`config.mk`:
```
export PLATFORM = sky130hd
export DESIGN_NAME = proc_ctrl
export DESIGN_NICKNAME = d
export VERILOG_FILES = /design/src/rtl/proc_pkg.sv /design/src/rtl/proc_ctrl_reg_dec.sv /design/src/rtl/proc_ctrl.sv
export SDC_FILE = /design/constraint.sdc
export NUM_CORES = 1
export LEC_CHECK = 0
export CAP_MARGIN = 20
export CELL_PAD_IN_SITES_DETAIL_PLACEMENT = 0
export CELL_PAD_IN_SITES_GLOBAL_PLACEMENT = 1
export CORE_MARGIN = 5
export CORE_UTILIZATION = 26
export DETAILED_ROUTE_END_ITERATION = 10
export PLACE_DENSITY = 0.78
export SLEW_MARGIN = 20
export SYNTH_ARGS = -nofsm -noshare
export SYNTH_HDL_FRONTEND = slang
export SYNTH_SLANG_ARGS = --single-unit
```
`constraint.sdc`:
```
create_clock -name clk -period 1.8 [get_ports clk]
set_clock_uncertainty 0.2 [all_clocks]
set_input_delay 0.45 -clock clk [delete_from_list [all_inputs] [get_ports clk]]
set_output_delay 0.45 -clock clk [all_outputs]
set_load 0.03 [all_outputs]
```
`src/rtl/proc_pkg.sv`:
```
// Shared encodings for the bus-processor control unit: opcodes, ALU modes,
// FSM states and the instruction-register layout.
package proc_pkg;

  localparam logic [2:0] OP_MOV  = 3'b000;
  localparam logic [2:0] OP_MOVI = 3'b001;
  localparam logic [2:0] OP_ADD  = 3'b010;
  localparam logic [2:0] OP_SUB  = 3'b011;
  localparam logic [2:0] OP_XOR  = 3'b100;

  localparam logic [1:0] ALU_ADD = 2'b00;
  localparam logic [1:0] ALU_SUB = 2'b01;
  localparam logic [1:0] ALU_XOR = 2'b10;

  typedef enum logic [1:0] {
    IDLE = 2'd0,
    T1   = 2'd1,
    T2   = 2'd2,
    T3   = 2'd3
  } state_t;

  // Instruction word bits [8:2]; bits [1:0] carry no meaning and are not kept.
  typedef struct packed {
    logic [2:0] op;
    logic [1:0] rx;
    logic [1:0] ry;
  } ir_t;

  function automatic logic is_alu_op(input logic [2:0] op);
    return (op == OP_ADD) || (op == OP_SUB) || (op == OP_XOR);
  endfunction

endpackage

```
`src/rtl/proc_ctrl_reg_dec.sv`:
```
// 2-bit select to NREG-wide one-hot decoder with enable; all zeros when disabled.
module reg_dec #(
  parameter int NREG = 4
) (
  input  logic            en,
  input  logic [1:0]      sel,
  output logic [NREG-1:0] onehot
);

  always_comb begin
    for (int i = 0; i < NREG; i++) begin
      onehot[i] = en && (sel == 2'(i));
    end
  end

endmodule

```
`src/rtl/proc_ctrl.sv`:
```
// Control FSM for the 16-bit bus processor: latches one instruction on run and
// sequences register, immediate, A, G and G-out enables over 1-3 steps.
module proc_ctrl
  import proc_pkg::*;
#(
  parameter int NREG = 4
) (
  input  logic            clk,
  input  logic            resetn,
  input  logic            run,
  input  logic [8:0]      instr,
  output logic            irin,
  output logic [NREG-1:0] rin,
  output logic [NREG-1:0] rout,
  // "extern" is a reserved word in SystemVerilog, hence the _en suffix.
  output logic            extern_en,
  output logic            ain,
  output logic            gin,
  output logic            gout,
  output logic [1:0]      ALU_mode,
  output logic            busy,
  output logic            done
);

  state_t     state, state_nxt;
  ir_t        ir;
  logic       accept;
  logic       rin_en, rout_en;
  logic [1:0] rin_sel, rout_sel;
  logic       unused_instr_bits;

  assign unused_instr_bits = ^instr[1:0];
  assign accept            = (state == IDLE) && run;

  always_ff @(posedge clk or negedge resetn) begin
    if (!resetn) begin
      state <= IDLE;
      ir    <= '0;
    end else begin
      // NOTE: state registers use non-blocking assignments so every flop
      // samples pre-edge values regardless of block ordering.
      state <= state_nxt;
      if (accept) ir <= instr[8:2];
    end
  end

  always_comb begin
    // NOTE: every output gets a default before the case so no path can
    // leave a signal unassigned and infer a latch.
    state_nxt = state;
    rin_en    = 1'b0;
    rin_sel   = ir.rx;
    rout_en   = 1'b0;
    rout_sel  = ir.ry;
    extern_en = 1'b0;
    ain       = 1'b0;
    gin       = 1'b0;
    gout      = 1'b0;
    ALU_mode  = ALU_ADD;
    done      = 1'b0;
    unique case (state)
      IDLE: if (run) state_nxt = T1;
      T1: begin
        if (ir.op == OP_MOV) begin
          rout_en   = 1'b1;
          rin_en    = 1'b1;
          done      = 1'b1;
          state_nxt = IDLE;
        end else if (ir.op == OP_MOVI) begin
          extern_en = 1'b1;
          rin_en    = 1'b1;
          done      = 1'b1;
          state_nxt = IDLE;
        end else if (is_alu_op(ir.op)) begin
          rout_en   = 1'b1;
          rout_sel  = ir.rx;
          ain       = 1'b1;
          state_nxt = T2;
        end else begin
          // Invalid opcode: retire in one step with no enables.
          done      = 1'b1;
          state_nxt = IDLE;
        end
      end
      T2: begin
        rout_en   = 1'b1;
        gin       = 1'b1;
        ALU_mode  = (ir.op == OP_SUB) ? ALU_SUB :
                    (ir.op == OP_XOR) ? ALU_XOR : ALU_ADD;
        state_nxt = T3;
      end
      T3: begin
        gout      = 1'b1;
        rin_en    = 1'b1;
        done      = 1'b1;
        state_nxt = IDLE;
      end
      default: state_nxt = IDLE;
    endcase
  end

  // irin is the only Mealy output; gating with resetn keeps it low during reset.
  assign irin = resetn && accept;
  assign busy = (state != IDLE);

  reg_dec #(.NREG(NREG)) u_rin_dec (
    .en     (rin_en),
    .sel    (rin_sel),
    .onehot (rin)
  );

  reg_dec #(.NREG(NREG)) u_rout_dec (
    .en     (rout_en),
    .sel    (rout_sel),
    .onehot (rout)
  );

endmodule

```
==> impl_summary.txt, run 1 <==
----------------------------------------------------
[Run status]
  Outcome ... complete, but fails checks
  Failing checks ... negative setup slack

[Floorplanning]
  Core Region ... 2430 um2
  Initial core utilization ... 0.266
  Height of the die ... 59.9 um
  Chip width ... 59.9 um
  Number of rows created at floorplan ... 18
  Ports ... 29
  Die Area ... 3590 um2

[Layout]
  Most common cell after layout, fill and taps aside ... sky130_fd_sc_hd__buf_4
  Number of diodes added for antenna fixing ... 0
  Net total in the final layout ... 145
  Final instance area ... 1470 um2
  Fraction of final layout cells with drive strength greater than 1 ... 0.732
  Top library cells by usage in the layout, fill and taps aside ... sky130_fd_sc_hd__buf_4, sky130_fd_sc_hd__buf_6, sky130_fd_sc_hd__dfrtp_1, sky130_fd_sc_hd__clkdlybuf4s50_1
  Area delta synth->final ... 127%
  Filler cell count in the final layout ... 196

[Routing]
  Residual DRC count ... 0
  Number of detailed-route iterations in the first pass ... 4
  Final WL ... 2230 um
  Via total after detailed routing ... 747
  Remaining antenna violation count after routing ... 0
  Via-to-Cell Ratio ... 4.76
  Iteration-0 DRC count of the detailed router ... 13
  Wire length per cell ... 14.2 um

[Setup path]
  CP bufs+invs ... 1
  Slowest cell delay on critical path ... 0.41 ns
  List of cells traversed by the critical path ... and2b_2 -> mux2i_2 -> a211o_1 -> nor3_4 -> buf_6
  Critical Path End ... rout[2]
  Critical path class ... reg2out
  Number of cells on the critical path ... 5
  Endpoint of the worst register-to-register path ... rin_sel[0]$_DFFE_PN0P_
  Largest delay share family, worst path ... simple AND/OR/NAND/NOR gates
  Cell type of the slowest stage on the worst timing path ... sky130_fd_sc_hd__dfrtp_1
  Req. time, crit path ... 1.15 ns
  Worst setup startpoint ... ir[6]$_DFFE_PN0P_
  Critical Path Sink Type ... output pin
  Arrival time reported for the critical path endpoint ... 1.80 ns
  Launch point of the worst reg-to-reg path ... state[0]$_DFFE_PN0P_
  Worst Setup Start Kind ... flip-flop
  CP Max Fanout ... 5
  R2R Setup Slk ... 0.08 ns
  Logic depth of the worst register-to-register path ... 7

[Synthesis]
  Total nets after synthesis ... 86
  Yosys reg bits ... 9
  Synth warnings ... 0
  Fraction of synthesized cell area taken by the top area cell type ... 0.347
  Post-synthesis instance area ... 648 um2
  Area contributors post-synth ... sky130_fd_sc_hd__dfrtp_1, sky130_fd_sc_hd__mux2_2, sky130_fd_sc_hd__ha_1
  Cell count after synthesis ... 69
  Area leader, netlist ... sky130_fd_sc_hd__dfrtp_1
  Seq/Total Area, Yosys ... 0.347
  Post-synth cell types ... 27
  Mean area per synthesized cell ... 9.39 um2

[Placement]
  Placed cell area ... 1210 um2
  DP Worst Slack ... -0.429 ns
  Weighted congestion reported at the end of routability-driven placement ... 0.769
  Half-perimeter wire length after detailed placement ... 1760 um
  I/O Buffers ... 26

[Timing]
  Worst slew margin relative to its limit ... 0.714
  Number of setup violations in the final report ... 17
  Setup repair after global routing missed its margin ... yes
  Final hold violation count ... 0
  Final slew viol count ... 0
  Period utilization ... 1.36
  Final worst setup slack ... -0.652 ns
  Post-layout min period ... 2.45 ns
  Pin slew with the least headroom to its limit ... 0.427 ns
  Maximum clock frequency ... 408 MHz

[Power and ir drop]
  Power per cell area ... 2040 nW/um2
  Worst vdd ir ... 1.29 mV
  Total Power Consumption ... 3.00 mW
  Leakage power total ... 0.640 nW

[Clocking]
  Deepest clock path buffer count ... 2
  Number of buffers added to fix hold violations after cts ... 0
  Clock latency on the worst-skew pair ... 0.26 ns
  Number of buffers created by CTS ... 3
  CTS HTree Levels ... 1
  Buffer type at the clock tree root ... sky130_fd_sc_hd__clkbuf_4
  Clock-pin slew on the worst setup and hold paths ... 0.06 ns
  CTS tree ... built
  Number of sinks handled by clock tree synthesis ... 9

[Flow run]
  MaxCap Viol Count ... 0

[Global route]
  Antenna violations before repair ... 0
  Vias in the first global route ... 780
  Pin count of the biggest net entering global routing ... 10
  First-pass GRT wire length ... 3630 um
  GRT Resource Usage Total ... 0.137
  Total global routing overflow ... 0

[Hold path]
  Worst min path class ... in2async

----------------------------------------------------
what timing repair did:
action | 4_1_cts | 5_1_grt
gates resized for setup | 28 | 17
pin swaps | 10 | 4
endpoints found under the setup margin | 24 | 22
setup buffers | 3 | 5
logic make-up (layout without fill, tap and decap cells):
logic type,after synthesis,after routing,share of synthesized area
buffers and inverters,7,65,0.0425
DFF,9,9,0.347
adders and majority gates,5,5,0.0965
muxes,8,8,0.137
and+or+nand+nor,26,26,0.236
AOI/OAI and AO/OA,14,14,0.141
layout make-up:
| type | instances | area [um2] | share of cell area |
|---|---|---|---|
| Clock buffer | 4 | 26.3 | 0.0179 |
| Inverter | 6 | 31.3 | 0.0213 |
| Multi-Input combinational cell | 53 | 647 | 0.440 |
| Sequential cell | 9 | 225 | 0.153 |
| Tap cell | 30 | 37.5 | 0.0255 |
| Timing Repair Buffer | 55 | 503 | 0.342 |
stage by stage:
step	hold slack (ns)	utilization	std cells	TNS, ns
3_5_place_dp	0.391	0.497	145	-4.11
5_1_grt	0.361	0.604	157	-8.97
4_1_cts	0.349	0.564	152	-7.67
3_3_place_gp	0.383	0.497	145	-3.77
6_report	0.359	0.604	157	-7.81
2_1_floorplan	-0.0456	-	69	-2.77
routing by layer:
metal | part of all wire | GRT usage | up-vias
met1 | 0.44 | 0.168 | 358
met4 | 0.015 | 0.0665 | 0
met5 | 0 | 0 | -
met3 | 0.035 | 0.0216 | 4
met2 | 0.51 | 0.231 | 16
li1 | - | - | 369
report_power, final:
| part | switching (mW) | total, mW | internal (mW) |
|---|---|---|---|
| clock | 0.0726 | 0.158 | 0.0856 |
| sequential | 0.103 | 0.406 | 0.303 |
| combinational | 1.26 | 2.43 | 1.18 |
cell usage after synthesis:
cell	number
sky130_fd_sc_hd__o21ai_0	4
sky130_fd_sc_hd__mux2i_1	1
sky130_fd_sc_hd__o22ai_1	2
sky130_fd_sc_hd__nor2_1	6
sky130_fd_sc_hd__or2b_2	1
sky130_fd_sc_hd__nor4b_1	1
sky130_fd_sc_hd__nand2b_1	1
sky130_fd_sc_hd__and3_1	2
sky130_fd_sc_hd__o41ai_1	1
sky130_fd_sc_hd__dfrtp_1	9
sky130_fd_sc_hd__mux2_2	7
sky130_fd_sc_hd__a211o_1	1
sky130_fd_sc_hd__nor3_1	8
sky130_fd_sc_hd__and2b_2	1
sky130_fd_sc_hd__or2_2	1
sky130_fd_sc_hd__and3_4	1
sky130_fd_sc_hd__o22a_1	1
sky130_fd_sc_hd__nand2_1	2
sky130_fd_sc_hd__or3b_1	1
sky130_fd_sc_hd__a21oi_1	2
sky130_fd_sc_hd__a22oi_1	1
sky130_fd_sc_hd__and4b_2	1
sky130_fd_sc_hd__buf_2	1
sky130_fd_sc_hd__inv_1	6
sky130_fd_sc_hd__a21o_1	1
sky130_fd_sc_hd__a211oi_1	1
sky130_fd_sc_hd__ha_1	5
worst min-delay path by stage:
stage                       from                          to  slack, ns  depth (start not counted)
2_1_floorplan             resetn  asynchronous set/reset pin      -0.05                          0
3_3_place_gp   ir[1]$_DFFE_PN0P_           ir[1]$_DFFE_PN0P_       0.38                          1
3_5_place_dp   ir[1]$_DFFE_PN0P_           ir[1]$_DFFE_PN0P_       0.39                          1
4_1_cts                   resetn      rin_sel[0]$_DFFE_PN0P_       0.35                          2
5_1_grt                   resetn      rin_sel[0]$_DFFE_PN0P_       0.36                          2
6_report                  resetn           ir[0]$_DFFE_PN0P_       0.36                          2
No activity file was read; power rests on OpenSTA's default activity.
==> run 2: changes to the inputs <==
--- a/config.mk
+++ b/config.mk
@@ -9,9 +9,10 @@
 export CELL_PAD_IN_SITES_DETAIL_PLACEMENT = 0
 export CELL_PAD_IN_SITES_GLOBAL_PLACEMENT = 1
 export CORE_MARGIN = 5
-export CORE_UTILIZATION = 26
+export CORE_UTILIZATION = 38
 export DETAILED_ROUTE_END_ITERATION = 10
-export PLACE_DENSITY = 0.78
+export DONT_BUFFER_PORTS = 1
+export PLACE_DENSITY = 0.75
 export SLEW_MARGIN = 20
 export SYNTH_ARGS = -nofsm -noshare
 export SYNTH_HDL_FRONTEND = slang
==> run 2 against run 1 <==
Against the previous run: the flow still finishes with violations (negative setup slack); non-clock buffer count down 16; maximum frequency fell by 2.2%; die area down 27%; worst setup slack lost 0.055 ns; critical path depth unchanged; routed wire length increased by 0.22%; first-iteration DRC count down 54%; sequential power up 2%; combinational power rose by 7%; register-to-register slack is essentially flat.
==> impl_summary.txt, run 2 (synthesized netlist as in run 1, its figures left out) <==
----------------------------------------------------
[Timing]
  Number of setup violations in the final report ... 17 (unchanged)
  Final slew viol count ... 0 (unchanged)
  Setup repair after global routing missed its margin ... yes
  Final worst setup slack ... -0.707 ns (-0.0545 ns)
  Final hold violation count ... 0 (unchanged)
  Maximum clock frequency ... 399 MHz (-2.2%)
  Worst slew margin relative to its limit ... 0.704 (-0.0105)
  Min Hold Slack ... 0.138 ns (-0.221 ns)
  Pin slew with the least headroom to its limit ... 0.443 ns (+0.0157 ns)
  Post-layout min period ... 2.51 ns (+0.0545 ns)
  Period utilization ... 1.39 (+0.0303)

[Global route]
  Vias in the first global route ... 700 (-10%)
  Total global routing overflow ... 0 (unchanged)
  Antenna violations before repair ... 0 (unchanged)
  GRT Resource Usage Total ... 0.167 (+0.0300)
  Pin count of the biggest net entering global routing ... 10 (unchanged)
  First-pass GRT wire length ... 3310 um (-8.9%)

[Setup path]
  List of cells traversed by the critical path ... or3b_4 -> and3_4 -> o22a_4 -> nor3_4 -> buf_12
  Arrival time reported for the critical path endpoint ... 1.86 ns (+0.06 ns)
  CP Max Fanout ... 5 (unchanged)
  Worst Setup Start Kind ... flip-flop
  Slowest cell delay on critical path ... 0.42 ns (about the same)
  Critical Path Sink Type ... output pin
  R2R Setup Slk ... 0.07 ns (about the same)
  Req. time, crit path ... 1.15 ns (about the same)
  Cell type of the slowest stage on the worst timing path ... sky130_fd_sc_hd__dfrtp_1
  Logic depth of the worst register-to-register path ... 7 (unchanged)
  Launch point of the worst reg-to-reg path ... ir[4]$_DFFE_PN0P_
  Critical path class ... reg2out

[Layout]
  Area delta synth->final ... 114%
  Top library cells by usage in the layout, fill and taps aside ... sky130_fd_sc_hd__buf_4, sky130_fd_sc_hd__dfrtp_1, sky130_fd_sc_hd__buf_6
  Total area of multi-input combinational cells ... 663 um2 (+2.5%)
  Storage element area ... 225 um2 (unchanged)
  Final core utilization ... 0.830 (+0.226)
  Fraction of final layout cells with drive strength greater than 1 ... 0.802 (+0.0695)
  Most common cell after layout, fill and taps aside ... sky130_fd_sc_hd__buf_4
  Number of diodes added for antenna fixing ... 0 (unchanged)
  Final instance area ... 1390 um2 (-5.7%)
  Filler cell count in the final layout ... 79 (-60%)
  Net total in the final layout ... 129 (-11%)
  Non-Filler Instances ... 128 (-18%)

[Power and ir drop]
  Total Power Consumption ... 3.17 mW (+5.6%)
  Power per cell area ... 2280 nW/um2 (+12%)
  Leakage power total ... 0.594 nW (-7.3%)
  Worst vdd ir ... 1.76 mV (+36%)

[Routing]
  Via-to-Cell Ratio ... 5.42 (+14%)
  Via total after detailed routing ... 694 (-7.1%)
  Wire length per cell ... 17.5 um (+23%)
  Number of detailed-route iterations in the first pass ... 4 (unchanged)
  Residual DRC count ... 0 (unchanged)
  Final WL ... 2240 um (+0.22%)
  Remaining antenna violation count after routing ... 0 (unchanged)
  Iteration-0 DRC count of the detailed router ... 6 (-7)

[Placement]
  I/O Buffers ... 0 (-100%)
  Weighted congestion reported at the end of routability-driven placement ... 0.826 (+7.3%)
  Placed cell count ... 118 (-19%)
  Placed cell area ... 1150 um2 (-4.9%)
  Half-perimeter wire length after detailed placement ... 1590 um (-9.9%)

[Floorplanning]
  Height of the die ... 51.3 um (-14%)
  Ports ... 29 (unchanged)
  Chip width ... 51.3 um (-14%)
  Die Area ... 2630 um2 (-27%)
  Core Region ... 1670 um2 (-31%)
  Initial core utilization ... 0.388 (+0.122)
  Number of rows created at floorplan ... 15 (-3)

[Hold path]
  Worst min path class ... in2reg
  Number of instances on the worst hold path ... 1
  HP Start ... instr[3]
  Worst Hold Endpoint ... ir[1]$_DFFE_PN0P_

[Clocking]
  Number of buffers created by CTS ... 3 (unchanged)
  Deepest clock path buffer count ... 2 (unchanged)
  CTS HTree Levels ... 1 (unchanged)
  Buffer type at the clock tree root ... sky130_fd_sc_hd__clkbuf_4
  Clock-pin slew on the worst setup and hold paths ... 0.06 ns (about the same)
  CTS tree ... built
  Clock latency on the worst-skew pair ... 0.26 ns (about the same)
  Number of sinks handled by clock tree synthesis ... 9 (unchanged)

[Flow run]
  MaxCap Viol Count ... 0 (unchanged)

[Run status]
  Failing checks ... negative setup slack
  Outcome ... complete, but fails checks

----------------------------------------------------
run 2: cell types whose count changed in the layout (fill, tap and decap cells not counted), moves of 5 or more:
cell	previous run	this run
sky130_fd_sc_hd__buf_4	27	22
sky130_fd_sc_hd__clkdlybuf4s50_1	9	0
sky130_fd_sc_hd__buf_12	0	7
sky130_fd_sc_hd__buf_6	18	8
run 2: how the worst max path moves through the flow:
stage          slack, ns  cells after the start  endpoint                 start
2_1_floorplan      -0.43                      5   rout[2]     ir[5]$_DFFE_PN0P_
3_3_place_gp       -0.37                      5   rout[2]     ir[5]$_DFFE_PN0P_
4_1_cts            -0.69                      5   rout[2]     ir[5]$_DFFE_PN0P_
5_1_grt            -0.78                      5   rout[2]     ir[6]$_DFFE_PN0P_
3_5_place_dp       -0.41                      6   rout[2]  state[0]$_DFFE_PN0P_
6_report           -0.71                      5   rout[2]     ir[5]$_DFFE_PN0P_
run 2: cell type report:
class,instances,area share
Multi-Input combinational cell,53,0.478
Timing Repair Buffer,39,0.303
Sequential cell,9,0.162
Inverter,6,0.0217
Clock buffer,4,0.0190
Tap cell,17,0.0153
run 2: metal layers:
layer	track usage	wire (um)	part of all wire	up-vias
met5	0	0	0	-
met4	0.0524	37	0.017	0
met1	0.193	825	0.37	328
met3	0.0408	132	0.059	4
li1	-	-	-	340
met2	0.300	1240	0.55	22
run 2: what timing repair did:
item                                    4_1_cts  5_1_grt
buffers inserted                              2        6
endpoints found under the hold margin         9        0
hold buffers                                  1        0
pin swaps                                     8       11
endpoints found under the setup margin       19       18
gates resized for setup                      26       12
run 2: worst max-delay path: cells and delay by family (launching register included):
kind / cells / cell delay (ns)
AO/OA/AOI/OAI: 1 / 0.21
buffers and inverters: 1 / 0.14
flip-flops: 1 / 0.42
AND/OR/NAND/NOR: 3 / 0.83
run 2: report_power, final:
part,internal [mW],switching [mW]
logic,1.29,1.31
registers,0.304,0.110
clock network,0.0852,0.0667
total,1.68,1.49
run 2: stage by stage:
stage          setup slack, ns  TNS [ns]
3_3_place_gp            -0.370     -2.87
5_1_grt                 -0.779     -8.06
3_5_place_dp            -0.409     -3.38
2_1_floorplan           -0.428     -2.77
6_report                -0.707     -6.91
4_1_cts                 -0.688     -6.09
==> run 3: changes to the inputs <==
--- a/config.mk
+++ b/config.mk
@@ -5,14 +5,13 @@
 export SDC_FILE = /design/constraint.sdc
 export NUM_CORES = 1
 export LEC_CHECK = 0
-export CAP_MARGIN = 20
 export CELL_PAD_IN_SITES_DETAIL_PLACEMENT = 0
 export CELL_PAD_IN_SITES_GLOBAL_PLACEMENT = 1
 export CORE_MARGIN = 5
-export CORE_UTILIZATION = 38
+export CORE_UTILIZATION = 39
 export DETAILED_ROUTE_END_ITERATION = 10
 export DONT_BUFFER_PORTS = 1
-export PLACE_DENSITY = 0.75
+export PLACE_DENSITY = 0.74
 export SLEW_MARGIN = 20
 export SYNTH_ARGS = -nofsm -noshare
 export SYNTH_HDL_FRONTEND = slang
==> constraint.sdc (replaced) <==
create_clock -name clk -period 2.35 [get_ports clk]
set_clock_uncertainty 0.2 [all_clocks]
set_input_delay 0.5875 -clock clk [delete_from_list [all_inputs] [get_ports clk]]
set_output_delay 0.5875 -clock clk [all_outputs]
set_load 0.03 [all_outputs]
==> run 3 against run 2 <==
Against the previous run: the flow still finishes with violations (negative setup slack); worst setup slack improved by 0.49 ns; count of clock-buffer cells in the layout is 1 lower; core utilization down 16 points; critical path type unchanged; highest routed layer unchanged; combinational power down 50%; die area is 2.1% lower; routed wire length decreased by 21%.
==> impl_summary.txt, run 3 (synthesized netlist as in run 1, its figures left out) <==
----------------------------------------------------
[Setup path]
  CP Max Fanout ... 6 (+1)
  Launch point of the worst reg-to-reg path ... state[0]$_DFFE_PN0P_
  Worst Setup Start Kind ... flip-flop
  Critical Path Sink Type ... output pin
  Critical path class ... reg2out
  Logic depth of the worst register-to-register path ... 7 (unchanged)
  Req. time, crit path ... 1.56 ns (+0.41 ns)
  R2R Setup Slk ... 0.42 ns (+0.35 ns)
  Arrival time reported for the critical path endpoint ... 1.78 ns (-0.08 ns)

[Routing]
  Met3 WL post-DR ... 108 um (-18%)
  Via total after detailed routing ... 615 (-11%)
  DRT met1 WL ... 713 um (-14%)
  Uppermost metal layer occupied by signal nets ... met4
  Residual DRC count ... 0 (unchanged)
  Via-to-Cell Ratio ... 5.39 (-0.50%)
  Number of detailed-route iterations in the first pass ... 3 (-1)
  Total length of routed met2 wires ... 930 um (-25%)
  Final WL ... 1760 um (-21%)
  Wire length per cell ... 15.4 um (-12%)
  Iteration-0 DRC count of the detailed router ... 7 (+1)
  Remaining antenna violation count after routing ... 0 (unchanged)

[Layout]
  Area delta synth->final ... 59.7%
  Fraction of final layout cells with drive strength greater than 1 ... 0.653 (-0.149)
  Most common cell after layout, fill and taps aside ... sky130_fd_sc_hd__buf_4
  Final instance area ... 1030 um2 (-25%)
  Number of diodes added for antenna fixing ... 0 (unchanged)
  Net total in the final layout ... 116 (-10%)
  Top library cells by usage in the layout, fill and taps aside ... sky130_fd_sc_hd__buf_4, sky130_fd_sc_hd__dfrtp_1, sky130_fd_sc_hd__mux2_2

[Placement]
  Placed cell area ... 853 um2 (-26%)
  Half-perimeter wire length after detailed placement ... 1270 um (-20%)
  Weighted congestion reported at the end of routability-driven placement ... 0.684 (-17%)
  I/O Buffers ... 0 (unchanged)

[Clocking]
  Clock-pin slew on the worst setup and hold paths ... 0.06 ns (about the same)
  Buffer type at the clock tree root ... sky130_fd_sc_hd__clkbuf_4
  Number of sinks handled by clock tree synthesis ... 9 (unchanged)
  Deepest clock path buffer count ... 2 (unchanged)
  Number of buffers created by CTS ... 3 (unchanged)
  CTS tree ... built
  Clock latency on the worst-skew pair ... 0.26 ns (about the same)
  CTS HTree Levels ... 1 (unchanged)

[Timing]
  Pin slew with the least headroom to its limit ... 0.392 ns (-0.0517 ns)
  Min Hold Slack ... 0.277 ns (+0.140 ns)
  Period utilization ... 1.09
  Worst slew margin relative to its limit ... 0.738 (+0.0341)
  Final slew viol count ... 0 (unchanged)
  Setup repair after global routing missed its margin ... yes
  Post-layout min period ... 2.57 ns
  Final hold violation count ... 0 (unchanged)
  Number of setup violations in the final report ... 4 (-13)
  Final worst setup slack ... -0.215 ns (+0.492 ns)
  Maximum clock frequency ... 390 MHz

[Run status]
  Failing checks ... negative setup slack
  Outcome ... complete, but fails checks

[Floorplanning]
  Core Region ... 1540 um2 (-7.7%)
  Height of the die ... 50.8 um (-1.0%)
  Initial core utilization ... 0.420 (+0.0324)
  Ports ... 29 (unchanged)
  Chip width ... 50.8 um (-1.0%)
  Die Area ... 2580 um2 (-2.1%)
  Number of rows created at floorplan ... 14 (-1)

[Global route]
  Vias in the first global route ... 568 (-19%)
  GRT Resource Usage Total ... 0.119 (-0.0478)
  Pin count of the biggest net entering global routing ... 10 (unchanged)
  Total global routing overflow ... 0 (unchanged)
  Antenna violations before repair ... 0 (unchanged)
  First-pass GRT wire length ... 2460 um (-25%)

[Hold path]
  Worst Hold Endpoint ... ir[1]$_DFFE_PN0P_
  HP Start ... instr[3]
  Number of instances on the worst hold path ... 1 (unchanged)
  Worst min path class ... in2reg

[Power and ir drop]
  Worst vdd ir ... 1.21 mV (-31%)
  Leakage power total ... 0.467 nW (-21%)
  Power per cell area ... 1690 nW/um2 (-26%)

[Flow run]
  MaxCap Viol Count ... 0 (unchanged)

----------------------------------------------------
[run 3: changes by cell type in the layout (fill, tap and decap cells not counted), sizes merged]
cell / delta
buf: -13
clkbuf: -1
clkinv: +1
clkinvlp: +1
inv: -1
[run 3: per-stage QoR]
step / total power [mW] / TNS (ns) / util / instances / worst slack (ns)
6_report: 1.75 / -0.788 / 0.671 / 114 / -0.215
5_1_grt: 1.86 / -1.05 / 0.671 / 114 / -0.272
4_1_cts: 1.54 / -0.865 / 0.607 / 113 / -0.222
3_5_place_dp: 1.34 / -0.00199 / 0.554 / 105 / -0.00199
3_3_place_gp: 1.31 / 0 / 0.554 / 105 / 0.0294
2_1_floorplan: 1.03 / -0.844 / - / 69 / -0.178
[run 3: layout make-up]
class,count,area (um2)
clock buffer,3,22.5
inverter,6,28.8
fill,121,507
timing repair buffer,26,209
sequential,9,225
multi-input combinational,53,524
tap,16,20.0
clock inverter,1,5.00
[run 3: critical path, stage by stage (launching register included)]
cell and delay [ns]:
sky130_fd_sc_hd__dfrtp_1 0.43, sky130_fd_sc_hd__or3b_4 0.41, sky130_fd_sc_hd__and3_4 0.18, sky130_fd_sc_hd__o22a_1 0.21, sky130_fd_sc_hd__nor3_2 0.12, sky130_fd_sc_hd__buf_4 0.18
[run 3: worst max path at each step]
| stage | start | end | slack [ns] |
|---|---|---|---|
| after CTS | ir[5]$_DFFE_PN0P_ | rout[0] | -0.22 |
| after detailed placement | ir[6]$_DFFE_PN0P_ | rout[0] | -0.002 |
| after floorplan | flip-flop | rin[0] | -0.18 |
| final | ir[6]$_DFFE_PN0P_ | rout[0] | -0.22 |
| after global placement | ir[4]$_DFFE_PN0P_ | rout[0] | 0.03 |
| after global routing | state[0]$_DFFE_PN0P_ | rout[0] | -0.27 |
[run 3: timing repair]
action	in CTS	in global routing
gates resized for setup	10	19
endpoints found under the setup margin	9	13
pin swaps	5	6
endpoints found under the hold margin	9	0
setup buffers	3	2
hold buffers	1	0
[run 3: metal layers]
layer | global-route usage | vias to the layer above
met5 | 0 | -
met4 | 0.0383 | 0
met3 | 0.0296 | 2
met2 | 0.207 | 17
met1 | 0.143 | 287
li1 | - | 309
[run 3: where the power goes]
group	internal, mW	switching (mW)	total, mW
Combinational	0.589	0.720	1.31
Sequential	0.233	0.0909	0.323
Clock	0.0626	0.0521	0.115
Total	0.884	0.863	1.75
==> RTL edit 1, RTL diff (config.mk and constraints of run 2) <==
Register the outputs `irin` and `busy`, with the module's reset; this adds one clock of latency there. The other outputs are not delayed to match.
--- a/src/rtl/proc_ctrl.sv
+++ b/src/rtl/proc_ctrl.sv
@@ -101,6 +101,13 @@
 
   // irin is the only Mealy output; gating with resetn keeps it low during reset.
-  assign irin = resetn && accept;
-  assign busy = (state != IDLE);
+  always_ff @(posedge clk or negedge resetn) begin
+    if (!resetn) begin
+      irin <= '0;
+      busy <= '0;
+    end else begin
+      irin <= resetn && accept;
+      busy <= (state != IDLE);
+    end
+  end
 
   reg_dec #(.NREG(NREG)) u_rin_dec (
Behaviour: not the same (Yosys sat finds a counterexample within 4 cycles, from zero or initial values and one cycle with resetn low).
==> RTL edit 1 against run 2 <==
- cell count rose by 2.3%
- worst hold slack lost 0.0026 ns
- largest cell class unchanged
- routed wire length fell by 2.8%
- global-route usage is 0.74 points lower
- register-to-register slack is essentially flat
- area after synthesis up 7.9%
- synthesized cell count increased by 2.9%
- worst setup slack better by 0.017 ns
- sequential cell count rose by 2
- the flow still finishes with violations (negative setup slack)
- non-clock buffer count fell by 7
- total power decreased by 8.2%
- final area decreased by 5.2%
==> RTL edit 1: results <==
group,metric,value,unit
logic_synthesis,synth_ff_type,"dfrtp_1",
cts,h-tree-depth,1,
cts,cts-root-buf,"clkbuf_4",
placed_design,postPlaceCellArea,1140,µm²
cts,clockBufferDepth,2,
logic_synthesis,yosysWarnings,0,
logic_synthesis,yosysSeqAreaShare,39.4,%
drt,wl_per_cell,16.6,µm
grt,grt_max_degree,12,
layout,largest-register,"ir",
worst_hold_path,worstHoldEndpoint,"ir[4]",
layout,drive_gt1_share,72.6,%
worst_hold_path,min_path_type,"in2reg",
critical_path,rr_worst_depth,5,
logic_synthesis,synthTopCellsByArea,"dfrtp_1 (39%), mux2_2 (11%), ha_1 (8.9%), nor3_1 (5.7%), inv_1 (3.2%)",
cts,clock_latency,0.26,ns
placed_design,post-place-ws,-0.485,ns
placed_design,place_hpwl,1550,µm
critical_path,r2r_start,"state[0]",
drt,initialDrtViolationCount,6,
layout,final_nets,124,
sta,fin_hold_ws,0.135,ns
run_status,status,"complete, but fails checks",
critical_path,critPathMaxFanout,5,
layout,largest_reg_flops,5,
drt,drt_wl_total,2170,µm
placed_design,numPortBuffers,0,
logic_synthesis,synthesis.nets,88,
placed_design,gp_congestion,0.914,
layout,fillerInstances,118,
layout,n_antenna_cell,0,
sta,finalSetupViolCount,15,
run_status,failed_checks,"negative setup slack",
logic_synthesis,synthArstFlopShare,100,%
sta,relSlewSlack,67.1,%
cts,numCtsBuffers,3,
critical_path,timing.rr.end,"rin_sel[1]",
power,irDropWorstVdd,0.00128,V
worst_hold_path,holdCritStartpoint,"instr[6]",
cts,path_clk_slew,0.07,ns
grt,grt_antenna_before_repair,0,
logic_synthesis,ys_top_cells_by_count,"dfrtp_1 (11), nor3_1 (8), mux2_2 (7)",
grt,grt_pass1_wl,3230,µm
sta,timing.final.ws_setup,-0.690,ns
drt,first_pass_iters,4,
worst_hold_path,min_path_cells,1,
logic_synthesis,netlist_instances,71,
power,leakagePower,0.000568,µW
grt,grt_pass1_vias,732,
drt,vias_per_cell,5.17,
logic_synthesis,yosysUniqueCellTypes,27,
critical_path,ff2ff_setup_slack,0.07,ns
critical_path,cp.arrival,1.84,ns
grt,grtUsageTotal,16.0,%
## RTL edit 1: report_power, final
group	total (µW)	switching (µW)	leakage (µW)	internal, µW
clock network	162	76.1	0.0000150	85.6
logic	2230	1150	0.000421	1080
registers	515	152	0.000132	363
## RTL edit 1: stage by stage
stage	total power (µW)	setup TNS [ns]	utilization, %
global route	3070	-7.54	75.3
global placement	2310	-3.00	65.4
floorplan	1700	-2.83	-
finish	2900	-6.48	75.3
CTS	2720	-6.22	72.0
detailed placement	2360	-3.36	65.4
## RTL edit 1: layout make-up
type | instances | area (µm²) | area share [%]
clock buffers | 4 | 26.3 | 2.00
inverters | 6 | 25.0 | 1.90
multi-input cells | 53 | 616 | 46.9
flip-flops and latches | 11 | 275 | 21.0
well taps | 25 | 31.3 | 2.38
repair buffers | 32 | 340 | 25.9
## RTL edit 1: worst max-delay path: stages, from the launching register on
cell	delay [ns]
dfrtp_1	0.41
and2b_2	0.24
mux2i_2	0.17
a211o_1	0.35
nor3_4	0.26
buf_12	0.15
## RTL edit 1: how the worst max path moves through the flow
stage                     startpoint      end  cells after the start
after floorplan                ir[5]  rout[0]                      5
after global placement         ir[4]  rout[2]                      5
after detailed placement       ir[4]  rout[2]                      5
after CTS                      ir[5]  rout[1]                      5
after global routing           ir[5]  rout[2]                      5
final                          ir[6]  rout[1]                      5
## RTL edit 1: per-layer routing
layer | vias to the layer above | GRT usage (%) | share of wire (%) | wire, µm
met1 | 333 | 17.6 | 39 | 857
met5 | - | 0 | 0 | 0
met4 | 0 | 6.38 | 1.1 | 24
met2 | 16 | 29.3 | 55 | 1190
met3 | 4 | 3.38 | 4.9 | 106
li1 | 324 | - | - | -
## RTL edit 1: timing repair
action	CTS	global route
gates resized for setup	17	8
setup endpoints to repair	16	23
hold endpoints to repair	11	0
gates cloned	0	0
buffers inserted	2	2
pin swaps	4	4
hold buffers	1	0
## RTL edit 1: cells by family (layout without fill, tap and decap cells)
logic type / count (synthesis) / after routing / share of synthesized area [%]
adder cells (fa/ha/maj): 5 / 5 / 8.94
AO/OA/AOI/OAI: 14 / 14 / 13.2
flip-flops: 11 / 11 / 39.4
buffers and inverters: 7 / 42 / 3.93
AND/OR/NAND/NOR: 26 / 26 / 21.8
multiplexers: 8 / 8 / 12.7
==> RTL edit 2, RTL diff (config.mk and constraints of run 2) <==
Made on the original files. `NREG` is set to 4 in 2 places; all go to 6.
--- a/src/rtl/proc_ctrl_reg_dec.sv
+++ b/src/rtl/proc_ctrl_reg_dec.sv
@@ -1,5 +1,5 @@
 // 2-bit select to NREG-wide one-hot decoder with enable; all zeros when disabled.
 module reg_dec #(
-  parameter int NREG = 4
+  parameter int NREG = 6
 ) (
   input  logic            en,
--- a/src/rtl/proc_ctrl.sv
+++ b/src/rtl/proc_ctrl.sv
@@ -4,5 +4,5 @@
   import proc_pkg::*;
 #(
-  parameter int NREG = 4
+  parameter int NREG = 6
 ) (
   input  logic            clk,
Interface: changed (resized rin and rout); port bits go from 29 to 33. The function was not compared with the original's and may differ.
==> RTL edit 2 against run 2 <==
- the run still ends with negative setup slack left
- area after synthesis rose by 9.1%
- worst setup slack got worse by 0.0072 ns
- via count fell by 3.5%
- final area fell by 4.3%
- sequential cell count did not move
- routed wire length fell by 6.1%
- sequential share of layout area rose by 0.92 points
- total power fell by 12%
- critical path type unchanged
- largest power group unchanged
==> RTL edit 2: results <==
group,metric,value,unit
run_status,failed_checks,"negative setup slack",
critical_path,r2r_start,"state[0]",
layout,drive_gt1_share,74.3,%
logic_synthesis,yosysSeqAreaShare,31.9,%
logic_synthesis,ys_top_cells_by_count,"dfrtp_1 (9), mux2_2 (7), nor2_1 (6), nor3_1 (6)",
critical_path,cp_slowest_stage_delay,0.39,ns
drt,initialDrtViolationCount,0,
grt,grt_pass1_wl,3480,µm
grt,grt_pass1_vias,758,
logic_synthesis,synthTopCellsByArea,"dfrtp_1 (32%), mux2_2 (11%), ha_1 (8.8%), nor3_1 (4.2%), buf_4 (4.2%)",
drt,first_pass_iters,1,
drt,dr_wl_met3,102,µm
drt,vias,670,
logic_synthesis,synth_compound_area_share,12.6,%
drt,met1_length,774,µm
logic_synthesis,yosysUniqueCellTypes,28,
grt,grtUsageTotal,17.5,%
drt,met2WireLength,1220,µm
placed_design,place_hpwl,1550,µm
logic_synthesis,synthAdderAreaFrac,8.85,%
sta,finalSetupViolCount,21,
critical_path,critPathMaxFanout,4,
worst_hold_path,worstHoldEndpoint,"ir[4]",
run_status,status,"complete, but fails checks",
critical_path,rr_worst_depth,5,
sta,timing.final.ws_setup,-0.714,ns
critical_path,crit_family,"compound AO/OA/AOI/OAI gates",
drt,wl_per_cell,16.1,µm
cts,cts_repair_resize_count,25,
critical_path,ff2ff_setup_slack,0.11,ns
RTL edit 2: layout make-up:
type / instances / area (µm²)
Timing Repair Buffer: 36 / 399
Inverter: 5 / 23.8
Sequential cell: 9 / 228
Fill cell: 126 / 419
Tap cell: 25 / 31.3
Clock buffer: 4 / 26.3
Multi-Input combinational cell: 51 / 618
RTL edit 2: kinds of logic (layout without fill, tap and decap cells):
family / count (synthesis) / in the layout
flops: 9 / 9
compound gates: 12 / 12
buf+inv: 11 / 45
simple gates: 26 / 26
mux: 8 / 8
fa+ha+maj: 5 / 5
RTL edit 2: routing by layer:
layer / GRT usage (%) / vias to the layer above
li1: - / 326
met1: 18.8 / 325
met2: 34.1 / 17
met3: 2.25 / 2
met4: 6.38 / 0
met5: 0 / -
RTL edit 2: worst register-to-register path, cell delays in order, from the launching register on:
cell     delay, ns
dfrtp_1       0.39
buf_4         0.17
inv_4         0.05
ha_4          0.16
nand2_1       0.23
mux2_2        0.38
RTL edit 2: per-stage QoR:
step                      instances  worst slack (ns)
after detailed placement        122            -0.453
after global routing            130            -0.831
after CTS                       127            -0.685
after floorplan                  71            -0.553
final                           130            -0.714
after global placement          122            -0.419
RTL edit 2: worst max-delay path by stage:
stage              from       to  slack (ns)  cells past startpoint
2_1_floorplan  register  rout[4]       -0.55                      7
3_3_place_gp   state[0]  rout[3]       -0.42                      6
3_5_place_dp   state[0]  rout[3]       -0.45                      6
4_1_cts        state[0]  rout[1]       -0.68                      6
5_1_grt        register  rout[3]       -0.83                      7
6_report       register  rout[1]       -0.71                      8
RTL edit 2: report_power, final:
group          total (µW)  leakage, µW  switching, µW  internal (µW)
logic                2190     0.000429           1120           1070
registers             454     0.000105            147            307
clock network         147    0.0000150           62.3           84.9
